[src/rtl/data_mem_initiator.sv]
// MEM-stage data-memory initiator: holds strobes for LATENCY cycles, stalls, registers load data.
// Optional MISALIGN_CHECK_EN: misaligned requests skip the memory and flag misalign_o.
module data_mem_initiator #(
  parameter int unsigned LATENCY = 2,
  parameter int unsigned CNT_W   = 4
) (
  input  logic        clk_i,
  input  logic        rst_i,
  input  logic        MemRead_i,
  input  logic        MemWrite_i,
  input  logic [31:0] addr_i,
  input  logic [31:0] wdata_i,
  output logic [31:0] rdata_o,
  output logic        stall_o,
  output logic        done_o,
  output logic        misalign_o,
  output logic [31:0] mem_addr_o,
  output logic [31:0] mem_wdata_o,
  output logic        mem_read_o,
  output logic        mem_write_o,
  input  logic [31:0] mem_rdata_i
);

  typedef enum logic [1:0] {
    IDLE,
    ACCESS,
    DONE
  } state_e;

  localparam logic [CNT_W-1:0] LAST = CNT_W'(LATENCY - 1);

  state_e           state_q, state_d;
  logic [CNT_W-1:0] cnt_q, cnt_d;
  logic [31:0]      addr_q, addr_d;
  logic [31:0]      wdata_q, wdata_d;
  logic [31:0]      rdata_q, rdata_d;
  logic             rd_q, rd_d;
  logic             wr_q, wr_d;
  logic             mis_q, mis_d;
  logic             req;
  logic             last;
  logic             misal;

  assign req  = MemRead_i | MemWrite_i;
  assign last = (cnt_q == LAST);

`ifdef MISALIGN_CHECK_EN
  assign misal = (addr_i[1:0] != 2'b00);
`else
  assign misal = 1'b0;
`endif

  always_ff @(posedge clk_i or posedge rst_i) begin
    if (rst_i) begin
      state_q <= IDLE;
      cnt_q   <= '0;
      addr_q  <= '0;
      wdata_q <= '0;
      rdata_q <= '0;
      rd_q    <= 1'b0;
      wr_q    <= 1'b0;
      mis_q   <= 1'b0;
    end else begin
      state_q <= state_d;
      cnt_q   <= cnt_d;
      addr_q  <= addr_d;
      wdata_q <= wdata_d;
      rdata_q <= rdata_d;
      rd_q    <= rd_d;
      wr_q    <= wr_d;
      mis_q   <= mis_d;
    end
  end

  always_comb begin
    state_d = state_q;
    unique case (state_q)
      IDLE: begin
        if (req) state_d = misal ? DONE : ACCESS;
      end
      ACCESS: begin
        if (last) state_d = DONE;
      end
      DONE:    state_d = IDLE;
      default: state_d = IDLE;
    endcase
  end

  always_comb begin
    cnt_d   = cnt_q;
    addr_d  = addr_q;
    wdata_d = wdata_q;
    rdata_d = rdata_q;
    rd_d    = rd_q;
    wr_d    = wr_q;
    mis_d   = mis_q;
    unique case (state_q)
      IDLE: begin
        if (req && misal) begin
          mis_d = 1'b1;
        end else if (req) begin
          addr_d  = addr_i;
          wdata_d = wdata_i;
          // a combined read+write request is performed as a store only
          wr_d    = MemWrite_i;
          rd_d    = MemRead_i & ~MemWrite_i;
          cnt_d   = '0;
          mis_d   = 1'b0;
        end
      end
      ACCESS: begin
        cnt_d = cnt_q + CNT_W'(1);
        if (last) begin
          if (rd_q) rdata_d = mem_rdata_i;
          rd_d  = 1'b0;
          wr_d  = 1'b0;
          cnt_d = '0;
        end
      end
      DONE:    mis_d = 1'b0;
      default: mis_d = 1'b0;
    endcase
  end

  always_comb begin
    stall_o     = ((state_q == IDLE) && req) || (state_q == ACCESS);
    done_o      = (state_q == DONE);
`ifdef MISALIGN_CHECK_EN
    misalign_o  = (state_q == DONE) && mis_q;
`else
    misalign_o  = 1'b0;
`endif
    rdata_o     = rdata_q;
    mem_addr_o  = addr_q;
    mem_wdata_o = wdata_q;
    mem_read_o  = rd_q;
    mem_write_o = wr_q;
  end

endmodule

[config.mk]
export PLATFORM = sky130hd
export DESIGN_NAME = data_mem_initiator
export DESIGN_NICKNAME = d
export VERILOG_FILES = /design/src/rtl/data_mem_initiator.sv
export SDC_FILE = /design/constraint.sdc
export NUM_CORES = 1
export LEC_CHECK = 0
export BUFFER_PORTS_ARGS = -buffer_cell sky130_fd_sc_hd__buf_2
export CAP_MARGIN = 5
export CORE_MARGIN = 2
export CORE_UTILIZATION = 25
export CTS_BUF_LIST = sky130_fd_sc_hd__clkbuf_8
export DETAILED_ROUTE_END_ITERATION = 8
export GPL_TIMING_DRIVEN = 0
export SLEW_MARGIN = 40
export SYNTH_ARGS = -nofsm -noshare
export SYNTH_HDL_FRONTEND = slang
export SYNTH_SLANG_ARGS = --single-unit
[constraint.sdc]
create_clock -name clk_i -period 4.3 [get_ports clk_i]
set_clock_uncertainty 0.2 [all_clocks]
set_input_delay 0.215 -clock clk_i [delete_from_list [all_inputs] [get_ports clk_i]]
set_output_delay 0.215 -clock clk_i [all_outputs]
set_load 0.05 [all_outputs]
# After elaboration in Yosys (flattened, before gate mapping)
# Index checks and enable logic that the tools add are counted.
# W data, S select, Z words.
dict set report totals {
  mem_bits_rw 0
  out_inout_bits 101
  n_memories 0
  latchBits 0
  rom_bits 0
  register_bits 104
  input_bits 100
  word_cells 36
}
dict set report classes {
  n_eq_ne 5
  shift 0
  bitwise 3
  order_cmp 0
  div 0
  multipliers 0
  muxes 11
  n_addsub 1
  reduce_logical 9
}
# op count
set ops {}
lappend ops {{$mux W4} 2}
lappend ops {{$pmux W4 S2} 1}
lappend ops {{$reduce_and A2 Y1} 3}
lappend ops {{$reduce_and A3 Y1} 2}
lappend ops {{$add A4 B1 Y4 const B} 1}
lappend ops {{$eq A4 B1 Y1 const B} 1}
lappend ops {{$mux W2} 2}
lappend ops {{$ne A2 B2 Y1 const B} 2}
lappend ops {{$pmux W1 S2} 2}
lappend ops {{$pmux W2 S2} 1}
lappend ops {{$mux W1} 3}
lappend ops {{$eq A2 B1 Y1 const B} 1}
lappend ops {{$eq A2 B2 Y1 const B} 1}
lappend ops {{$logic_not A2 Y1} 1}
lappend ops {{$reduce_bool A2 Y1} 1}
lappend ops {{$and A1 B1 Y1} 1}
lappend ops {{$logic_and A1 B1 Y1} 1}
lappend ops {{$logic_or A1 B1 Y1} 1}
lappend ops {{$not A1 Y1} 1}
lappend ops {{$or A1 B1 Y1} 1}

# Logic depth before layout (Yosys ltp)
# Gate-level depths: netlist of run 1.
dict set report depth {
  word_depth 4
  mapped_depth 6
}

# Worst setup path before layout of run 1
# OpenSTA, ideal clock, no wires.
dict set report synth_path {
  kind {reg-to-reg}
  start {register cnt_q[1]}
  end {register rdata_q[0], in the netlist rdata_o[0]}
  arrival_ns 1.428
  required_time_ns 3.975
  stages_incl_launch_ff 7
  setup_slack_ns 2.547
  setup_ns 0.125
  cell_sequence {dfrtp_1 -> inv_1 -> ha_1 -> nor3b_2 -> nand3_4 -> buf_6 -> mux2_4}
}
dict set report synth_between {
  elab_chain_len 2
}
# item line
set synth_lines {}
lappend synth_lines {{start, declared} 33} ;# logic [CNT_W-1:0] cnt_q, cnt_d;
lappend synth_lines {{start signal, assigned} 65} ;# cnt_q <= cnt_d;
lappend synth_lines {{$eq A4 B1 Y1} 45} ;# assign last = (cnt_q == LAST);
lappend synth_lines {{$reduce_and A3 Y1 (no source line)} --}
lappend synth_lines {{end signal, assigned} 68} ;# rdata_q <= rdata_d;
lappend synth_lines {{end, declared} 36} ;# logic [31:0] rdata_q, rdata_d;
# Every way passes these cells.
# A chain may end at the register's enable or synchronous reset.

# Worst setup path after layout of run 1
dict set report layout_path {
  start {register cnt_q[1]}
  end {register rd_q, in the netlist mem_read_o}
}
dict set report layout_between {
  elab_chain_len 3
}
# item line
set layout_lines {}
lappend layout_lines {{$eq A4 B1 Y1} 45}
lappend layout_lines {{$ne A2 B2 Y1 (no source line)} --}
lappend layout_lines {{$reduce_and A3 Y1 (no source line)} --}
lappend layout_lines {{end signal, assigned} 69} ;# rd_q <= rd_d;
lappend layout_lines {{end, declared} 37} ;# logic rd_q, rd_d;
# Every way passes these cells.

==> results of run 1 <==
## stage by stage
step	setup WS (ps)	cells	util (%)
2_1_floorplan	1150	246	-
3_3_place_gp	55.0	670	32.8
3_5_place_dp	2320	671	33.0
4_1_cts	2060	786	40.1
5_1_grt	1860	786	40.1
6_report	2020	786	40.1
## how the worst max path moves through the flow
| stage | startpoint | to | slack (ps) | cells after the start |
|---|---|---|---|---|
| after floorplan | rst_i | cnt_q[0] | 1150 | 1 |
| after global placement | rst_i | rdata_o[12] | 50 | 2 |
| after detailed placement | cnt_q[1] | rdata_o[24] | 2320 | 6 |
| after CTS | cnt_q[1] | mem_read_o | 2060 | 6 |
| after global routing | cnt_q[1] | mem_read_o | 1860 | 6 |
| final | cnt_q[1] | mem_read_o | 2020 | 6 |
## worst reg2reg max path: stages, from the launching register on
cell	delay (ps)
dfrtp_1	410
inv_1	90
ha_1	180
or3b_1	420
o21ai_0	210
a22oi_1	90
dlygate4sd3_1	570
## routing by layer
metal  vias to the layer above  track usage (%)
met3                        13             3.24
li1                       1477                -
met4                         0             5.56
met5                         -                0
met2                       124             19.5
met1                      1540             14.0
## synthesized netlist by cell type, types with 3 or more instances
library cell / count / area share [%]
buf_12: 4 / 1.8
buf_6: 3 / 0.77
dfrtp_1: 104 / 59
inv_1: 4 / 0.34
mux2_2: 17 / 4.4
mux2_4: 79 / 27
nand2_1: 3 / 0.26
o21ai_0: 4 / 0.46
## sequential cells by signal, summed over array words and instances, names as in the netlist
name / cells
mem_addr_o: 32
rdata_o: 32
cnt_q: 4
state_q: 2
mem_wdata_o: 32
mem_write_o: 1
mem_read_o: 1
## logic make-up after synthesis
| family | count (synthesis) | synth area share (%) |
|---|---|---|
| flip-flops | 104 | 59.4 |
| AND/OR/NAND/NOR | 17 | 2.68 |
| AO/OA/AOI/OAI | 11 | 1.86 |
| buffers and inverters | 15 | 3.97 |
| other | 1 | 0.0856 |
| adder cells (fa/ha/maj) | 2 | 0.571 |
| multiplexers | 96 | 31.4 |
## area by class of cell
cell class	instances	area, µm²	area share [%]
buffer	11	159	2.30
clock buffer	10	138	1.99
clock inverter	6	91.3	1.32
inverter	4	22.5	0.326
multi-input combinational	127	1610	23.2
sequential	104	2600	37.6
tap	225	282	4.07
timing repair buffer	299	2010	29.1
## timing repair
item / in CTS / in global routing
hold buffers: 99 / 0
buffers inserted: 0 / 0
endpoints found under the hold margin: 170 / 0
==> out/qor.yml, run 1 <==
run_status: "complete, no violations"
crit_arrival_ps: 2330
cp_top_family: "buffers and inverters"
hold_path_depth: 3
max_cap_violations: 0
timing.final.crit_share_pct: 53.0
globalplace.congestion: 0.725
area_growth_pct: 57.8
min_from: "MemRead_i"
worst-path-buf-inv: 2
num_io_pins: 201
setup_violations: 0
root_buffer: "clkbuf_8"
rows: 48
fin_crit_ps: 2280
synthDistinctLibCells: 29
rsz0062_at_grt: "no"
synth-async-reset-ratio_pct: 100
rr_endpoint: "mem_read_o"
finalWirelength_um: 10900
max-clock-path-buffers: 2
synth-edff-count: 0
whs_endpoint: "mem_write_o"
place_hpwl_um: 7110
rr_worst_depth: 6
syn-num-nets: 348
tritoncts: "built"
grt_pass1_vias: 3409
ys_seq_area_share_pct: 59.4
viasPerCell: 4.01
via_count: 3154
slowest_delay_ps: 560
startpoint_type: "flop"
die_w_um: 136
worstHoldPathType: "input port to flop"
antennaDiodeCount: 0
ys_warn_count: 0
layout.nets: 658
globalRouteTotalUtil_pct: 11.7
reg2reg_slack_ps: 2020
path_max_fanout: 4
avgRoutedWirePerCell_um: 13.9
netlist_area_um2: 4380
place_area_um2: 5690
h-tree-depth: 3
worst_ep_required_time_ps: 4360
drive_gt1_share_pct: 58.6
synth.avg_cell_area_um2: 17.8
first_pass_iters: 4
start_util_pct: 25.4
endpoint_kind: "flop"
grt_overflow: 0
drt_iter0_drc: 65
design_area_um2: 6910
ant_nets: 0
cts_buffers: 9
finalSetupTns_ps: 0
drcViolationCount: 0
layout_commonest_cell: "buf_2"
hold_violations: 0
r2r_start: "cnt_q[1]"
top_layer: "met4"
portBuffers: 199
layout_common_cells: "199 x buf_2, 104 x dfrtp_1, 99 x dlygate4sd3_1"
cts.sink_count: 104
clock_latency_ps: 370
fp.dieH_um: 136
hold_slack_ps: 45.7
cpMaxStageDelayCell: "dlygate4sd3_1"
fp.dieArea_um2: 18600
cts_resized: 0
worstPathCellList: "inv_1 -> ha_1 -> or3b_1 -> o21ai_0 -> a22oi_1 -> dlygate4sd3_1"
clkTransAtPathRegs_ps: 100
netlist_instances: 246
synth_seq_cells: 104
grt_max_degree: 54
slew_violations: 0
synth-main-ff-cell: "dfrtp_1"
antenna_found_initial: 0
met2WireLength_um: 5430
grt_pass1_wl_um: 16800
wl_met3_um: 731
m1WireLength_um: 4560
fmax_mhz: 439
crit_type: "flop to flop"
fillers: 1564
core_area_um2: 17200
Power of run 1 is left out: the tool's default activity adds up to more than one toggle a clock period on the data nets, which glitch-free logic cannot reach.
==> run 2: changes to the inputs <==
==> constraint.sdc (replaced) <==
create_clock -name clk_i -period 1.91 [get_ports clk_i]
set_clock_uncertainty 0.2 [all_clocks]
set_input_delay 0.0955 -clock clk_i [delete_from_list [all_inputs] [get_ports clk_i]]
set_output_delay 0.0955 -clock clk_i [all_outputs]
set_load 0.05 [all_outputs]
==> run 2 against run 1 <==
Compared with the run above: global-route usage is 0.42 points higher; final cell count up 0.51%; flip-flop and latch count unchanged; sequential share of layout area decreased by 0.48 points; via count rose by 2.9%; count of clock-buffer cells in the layout did not move; hold slack improved by 56 ps; wire length up 4.3%; worst setup slack lost 2000 ps; critical path depth is the same; non-clock buffer count increased by 6; critical endpoint is now rdata_o[6].
==> out/qor.yml, run 2 (synthesized netlist as in run 1, its figures left out) <==
grt_pass1_vias: 3589  # was 3409
final_core_util_pct: 40.6  # was 40.1%
first_pass_iters: 4  # unchanged
clkPwrFrac_pct: 9.8
rr_endpoint: "rdata_o[6]"  # was mem_read_o
timing.final.crit_share_pct: 96.4  # was 53.0%
crit_arrival_ps: 1900  # was 2330 ps
r2r_start: "cnt_q[1]"  # unchanged
p_sw_share_pct: 49.3
worst_pin_slew_ps: 503
design_area_um2: 7000  # was 6910 µm²
layout.nets: 664  # was 658
cts.sink_count: 104  # unchanged
die_w_um: 136  # unchanged
avgRoutedWirePerCell_um: 14.4  # was 13.9 µm
irDropWorstVdd_v: 0.00108
cts_buffers: 9  # unchanged
cp_top_family: "flip-flops"  # was buffers and inverters
tritoncts: "built"  # unchanged
globalRouteTotalUtil_pct: 12.1  # was 11.7%
place_area_um2: 5750  # was 5690 µm²
p_leak_uw: 0.00349
start_util_pct: 25.4  # unchanged
max-clock-path-buffers: 2  # unchanged
hold_violations: 0  # unchanged
slew_violations: 0  # unchanged
worstPathCellList: "inv_2 -> ha_4 -> nor3b_4 -> nand3_4 -> buf_8 -> mux2_4"  # was inv_1 -> ha_1 -> or3b_1 -> o21ai_0 -> a22oi_1 -> dlygate4sd3_1
path_max_fanout: 10  # was 4
grt_pass1_wl_um: 17400  # was 16800 µm
fin_crit_ps: 1840  # was 2280 ps
ant_nets: 0  # unchanged
switching_power_uw: 6880
rows: 48  # unchanged
rsz0062_at_grt: "yes"  # was no
root_buffer: "clkbuf_8"  # unchanged
viasPerCell: 4.11  # was 4.01
setup_ws_ps: 69.1  # was 2020 ps
endpoint_kind: "flop"  # unchanged
cpMaxStageDelayCell: "dfrtp_1"  # was dlygate4sd3_1
drcViolationCount: 0  # unchanged
area_growth_pct: 59.8  # was 57.8%
hold_slack_ps: 101  # was 45.7 ps
antenna_found_initial: 0  # unchanged
drive_gt1_share_pct: 59.3  # was 58.6%
grt_max_degree: 27  # was 54
p_int_uw: 7080
grt_overflow: 0  # unchanged
antennaDiodeCount: 0  # unchanged
layout_commonest_cell: "buf_2"  # unchanged
layout_common_cells: "199 x buf_2, 104 x dfrtp_1, 99 x dlygate4sd3_1"  # unchanged
setup_violations: 0  # unchanged
rr_worst_depth: 6  # unchanged
max_cap_violations: 0  # unchanged
via_count: 3247  # was 3154
slew_headroom_pct: 66.4
num_io_pins: 201  # unchanged
finalWirelength_um: 11400  # was 10900 µm
startpoint_type: "flop"  # unchanged
worst-path-buf-inv: 2  # unchanged
place_ws_ps: 32.2  # was 2320 ps
reg2reg_slack_ps: 70  # was 2020 ps
core_area_um2: 17200  # unchanged
drt_iter0_drc: 111  # was 65
clock_latency_ps: 370  # about the same
run_status: "complete, no violations"  # unchanged
power_frac_seq_pct: 28.7
p_per_area_nw_per_um2: 1990
portBuffers: 199  # unchanged
fp.dieH_um: 136  # unchanged
slowest_delay_ps: 410  # was 560 ps
place_hpwl_um: 7490  # was 7110 µm
fmax_mhz: 543  # was 439 MHz
globalplace.congestion: 0.737  # was 0.725
worstHoldPathType: "input port to async pin"  # was input port to flop
h-tree-depth: 3  # unchanged
worst_ep_required_time_ps: 1970  # was 4360 ps
crit_type: "flop to flop"  # unchanged
clkTransAtPathRegs_ps: 100  # about the same
fp.dieArea_um2: 18600  # unchanged
p_comb_share_pct: 61.5
## run 2: worst max-delay path by stage
stage | cells past startpoint | start | endpoint | slack [ps]
floorplan | 6 | cnt_q[1] | rdata_o[0] | 160
global placement | 2 | rst_i | state_q[0] | -290
detailed placement | 6 | cnt_q[1] | rdata_o[27] | 30
CTS | 6 | cnt_q[1] | rdata_o[6] | 10
global route | 6 | cnt_q[1] | rdata_o[20] | -10
finish | 6 | cnt_q[1] | rdata_o[6] | 70
## run 2: metrics by stage
step	instances	setup TNS, ps	total power (µW)
floorplan	246	0	10600
global placement	670	-29630	12200
detailed placement	674	0	12400
CTS	787	0	14000
global route	790	-102	14600
finish	790	0	14000
## run 2: repair_timing
action / in CTS / in global routing
hold endpoints to repair: 178 / 0
gates resized for setup: 1 / 8
buffers inserted: 0 / 2
gates cloned: 0 / 1
endpoints found under the setup margin: 1 / 62
hold buffers: 99 / 0
pin swaps: 0 / 1
## run 2: cell type report
type | count | area, µm²
fillers | 1598 | 10200
flip-flops and latches | 104 | 2600
repair buffers | 305 | 2110
multi-input cells | 127 | 1630
well taps | 225 | 282
plain buffers | 11 | 171
clock buffers | 10 | 138
clock inverters | 4 | 47.5
inverters | 4 | 18.8
## run 2: worst reg2reg max path, cell delays in order (launching register included)
cell	delay (ps)
dfrtp_1	410
inv_2	80
ha_4	120
nor3b_4	220
nand3_4	170
buf_8	200
mux2_4	310
## run 2: power by group through the flow
stage	clock network, µW	logic, µW	registers (µW)
after CTS	1430	8550	3990
after detailed placement	0	8380	4000
final	1370	8590	4000
after floorplan	0	2870	7720
after global routing	1520	8950	4150
after global placement	0	8280	3950
## run 2: per-layer routing
metal  track usage (%)  part of all wire [%]
met3              3.09                   6.5
met2              20.4                    49
met4              6.60                   3.2
met1              14.2                    41
met5                 0                     0
Note: power is estimated with default switching activity, not from simulation.
==> run 3: changes to the inputs <==
--- a/config.mk
+++ b/config.mk
@@ -7,7 +7,7 @@
 export LEC_CHECK = 0
 export BUFFER_PORTS_ARGS = -buffer_cell sky130_fd_sc_hd__buf_2
 export CAP_MARGIN = 5
-export CORE_MARGIN = 2
+export CORE_MARGIN = 3
 export CORE_UTILIZATION = 25
 export CTS_BUF_LIST = sky130_fd_sc_hd__clkbuf_8
 export DETAILED_ROUTE_END_ITERATION = 8
==> run 3 against run 2 <==
Compared with the run above: the flow now finishes with violations (setup timing); wire length is 0.64% higher; critical path depth stayed put; worst setup slack worse by 76 ps; hold slack worse by 49 ps; combinational power is 0.9% higher; fmax is 4.0% lower; sequential share of layout area is 0.33 points lower; count of clock-buffer cells in the layout is 1 higher; clock power hardly changed; non-clock buffer count is 2 higher; flip-flop and latch count stayed put; critical path type unchanged; critical endpoint is now rdata_o[15].
==> out/qor.yml, run 3 (synthesized netlist as in run 1, its figures left out) <==
run_status: "finished, violations left"  # was complete, no violations
failed_checks: "setup timing"
cts_buffers: 9  # unchanged
r2r_start: "cnt_q[1]"  # unchanged
totalPowerFinal_uw: 14000  # about the same
antennaDiodeCount: 0  # unchanged
layout.nets: 666  # was 664
worstHoldPathType: "input port to async pin"  # unchanged
drt_iter0_drc: 43  # was 111
globalplace.congestion: 0.848  # was 0.737
grt_max_degree: 27  # unchanged
fmax_mhz: 522  # was 543 MHz
hold_violations: 0  # unchanged
slowest_delay_ps: 400  # was 410 ps
grt_overflow: 0  # unchanged
avgRoutedWirePerCell_um: 14.5  # was 14.4 µm
p_per_area_nw_per_um2: 1980  # was 1990 nW/µm²
fillers: 1544  # was 1598
rsz0062_at_grt: "yes"  # unchanged
grt_pass1_wl_um: 18900  # was 17400 µm
globalRouteTotalUtil_pct: 12.0  # was 12.1%
multiInputGateArea_um2: 1640  # was 1630 µm²
clkTransAtPathRegs_ps: 100  # about the same
ant_nets: 0  # unchanged
die_w_um: 138  # was 136 µm
first_pass_iters: 4  # unchanged
antenna_found_initial: 0  # unchanged
fin_crit_ps: 1920  # was 1840 ps
h-tree-depth: 3  # unchanged
crit_type: "flop to flop"  # unchanged
viasPerCell: 4.09  # was 4.11
layout_common_cells: "199 x buf_2, 102 x dfrtp_1, 99 x dlygate4sd3_1"  # was 199 x buf_2, 104 x dfrtp_1, 99 x dlygate4sd3_1
tritoncts: "built"  # unchanged
irDropWorstVdd_v: 0.00102  # was 0.00108 V
cpMaxStageDelayCell: "dfrtp_1"  # unchanged
worstPathCellList: "inv_2 -> ha_4 -> nor3b_4 -> nand3_4 -> buf_12 -> mux2_4"  # was inv_2 -> ha_4 -> nor3b_4 -> nand3_4 -> buf_8 -> mux2_4
p_leak_uw: 0.00352  # was 0.00349 µW
place_hpwl_um: 7960  # was 7490 µm
rr_endpoint: "rdata_o[15]"  # was rdata_o[6]
worst-path-buf-inv: 2  # unchanged
rows: 47  # was 48
setup_ws_ps: -6.72  # was 69.1 ps
path_max_fanout: 10  # unchanged
start_util_pct: 26.0  # was 25.4%
crit_arrival_ps: 1970  # was 1900 ps
num_io_pins: 201  # unchanged
drcViolationCount: 0  # unchanged
layout_commonest_cell: "buf_2"  # unchanged
area_growth_pct: 61.4  # was 59.8%
core_area_um2: 16900  # was 17200 µm²
root_buffer: "clkbuf_8"  # unchanged
rr_worst_depth: 6  # unchanged
finalSetupTns_ps: -29.8  # was 0 ps
seq_area_um2: 2610  # was 2600 µm²
cts.sink_count: 104  # unchanged
design_area_um2: 7070  # was 7000 µm²
reg2reg_slack_ps: -7  # was 70 ps
final_core_util_pct: 41.9  # was 40.6%
worst_ep_required_time_ps: 1960  # was 1970 ps
clock_latency_ps: 370  # about the same
timing.final.crit_share_pct: 100  # was 96.4%
fp.dieH_um: 138  # was 136 µm
startpoint_type: "flop"  # unchanged
via_count: 3224  # was 3247
setup_violations: 7  # was 0
max-clock-path-buffers: 2  # unchanged
finalWirelength_um: 11500  # was 11400 µm
drive_gt1_share_pct: 60.1  # was 59.3%
max_cap_violations: 0  # unchanged
place_area_um2: 5760  # was 5750 µm²
cp_top_family: "simple AND/OR/NAND/NOR gates"  # was flip-flops
grt_pass1_vias: 3711  # was 3589
portBuffers: 199  # unchanged
endpoint_kind: "flop"  # unchanged
slew_violations: 0  # unchanged
fp.dieArea_um2: 19200  # was 18600 µm²
-- run 3: cell types whose count changed in the layout (fill, tap and decap cells not counted), sizes merged --
cell | before | now
bufinv | 1 | 0
buf | 216 | 217
inv | 4 | 5
clkbuf | 11 | 13
clkinvlp | 1 | 2
-- run 3: per-stage QoR --
step | hold slack (ps) | setup WS (ps) | std cells
global route | 43.7 | -106 | 789
floorplan | 3.13 | 157 | 246
detailed placement | -95.2 | -36.1 | 669
global placement | 127 | -304 | 665
finish | 52.6 | -6.72 | 789
CTS | 18.0 | -6.68 | 785
-- run 3: worst max path at each step --
stage	slack (ps)	depth (start not counted)	end	start
after global placement	-300	2	cnt_q[1]	rst_i
after floorplan	160	6	rdata_o[0]	cnt_q[1]
final	-7	6	rdata_o[15]	cnt_q[1]
after detailed placement	-40	6	rdata_o[24]	cnt_q[1]
after global routing	-110	6	rdata_o[15]	cnt_q[1]
after CTS	-7	6	rdata_o[15]	cnt_q[1]
-- run 3: worst reg2reg max path, delay by kind of cell, from the launching register on --
kind	cells	cell delay [ps]
fa+ha+maj	1	130
buf+inv	2	310
simple gates	2	470
flops	1	400
mux	1	300
-- run 3: timing repair --
action | CTS | global route
hold buffers | 99 | 0
pin swaps | 0 | 1
gates resized for setup | 2 | 12
setup endpoints to repair | 31 | 32
setup buffers | 1 | 2
cloned | 0 | 2
hold endpoints to repair | 181 | 0
-- run 3: layout make-up --
| type | instances | share of cell area (%) |
|---|---|---|
| buffer | 11 | 2.62 |
| clock buffer | 11 | 2.14 |
| clock inverter | 5 | 0.548 |
| inverter | 4 | 0.265 |
| multi-input combinational | 127 | 23.1 |
| sequential | 104 | 36.8 |
| tap | 220 | 3.89 |
| timing repair buffer | 307 | 30.6 |
-- run 3: report_power, final --
part	total (µW)	switching (µW)	leakage, µW	internal [µW]
registers	4000	670	0.00122	3330
clock network	1340	783	0.0000963	556
logic	8670	5500	0.00220	3170
-- run 3: layer usage --
metal  vias up  global-route usage [%]  wire length (µm)  part of all wire (%)
li1       1496                       -                 -                     -
met1      1554                    14.6              4840                    42
met2       145                    19.9              5500                    48
met3        29                    3.76               760                   6.6
met4         0                    5.15               359                   3.1
met5         -                       0                 0                     0
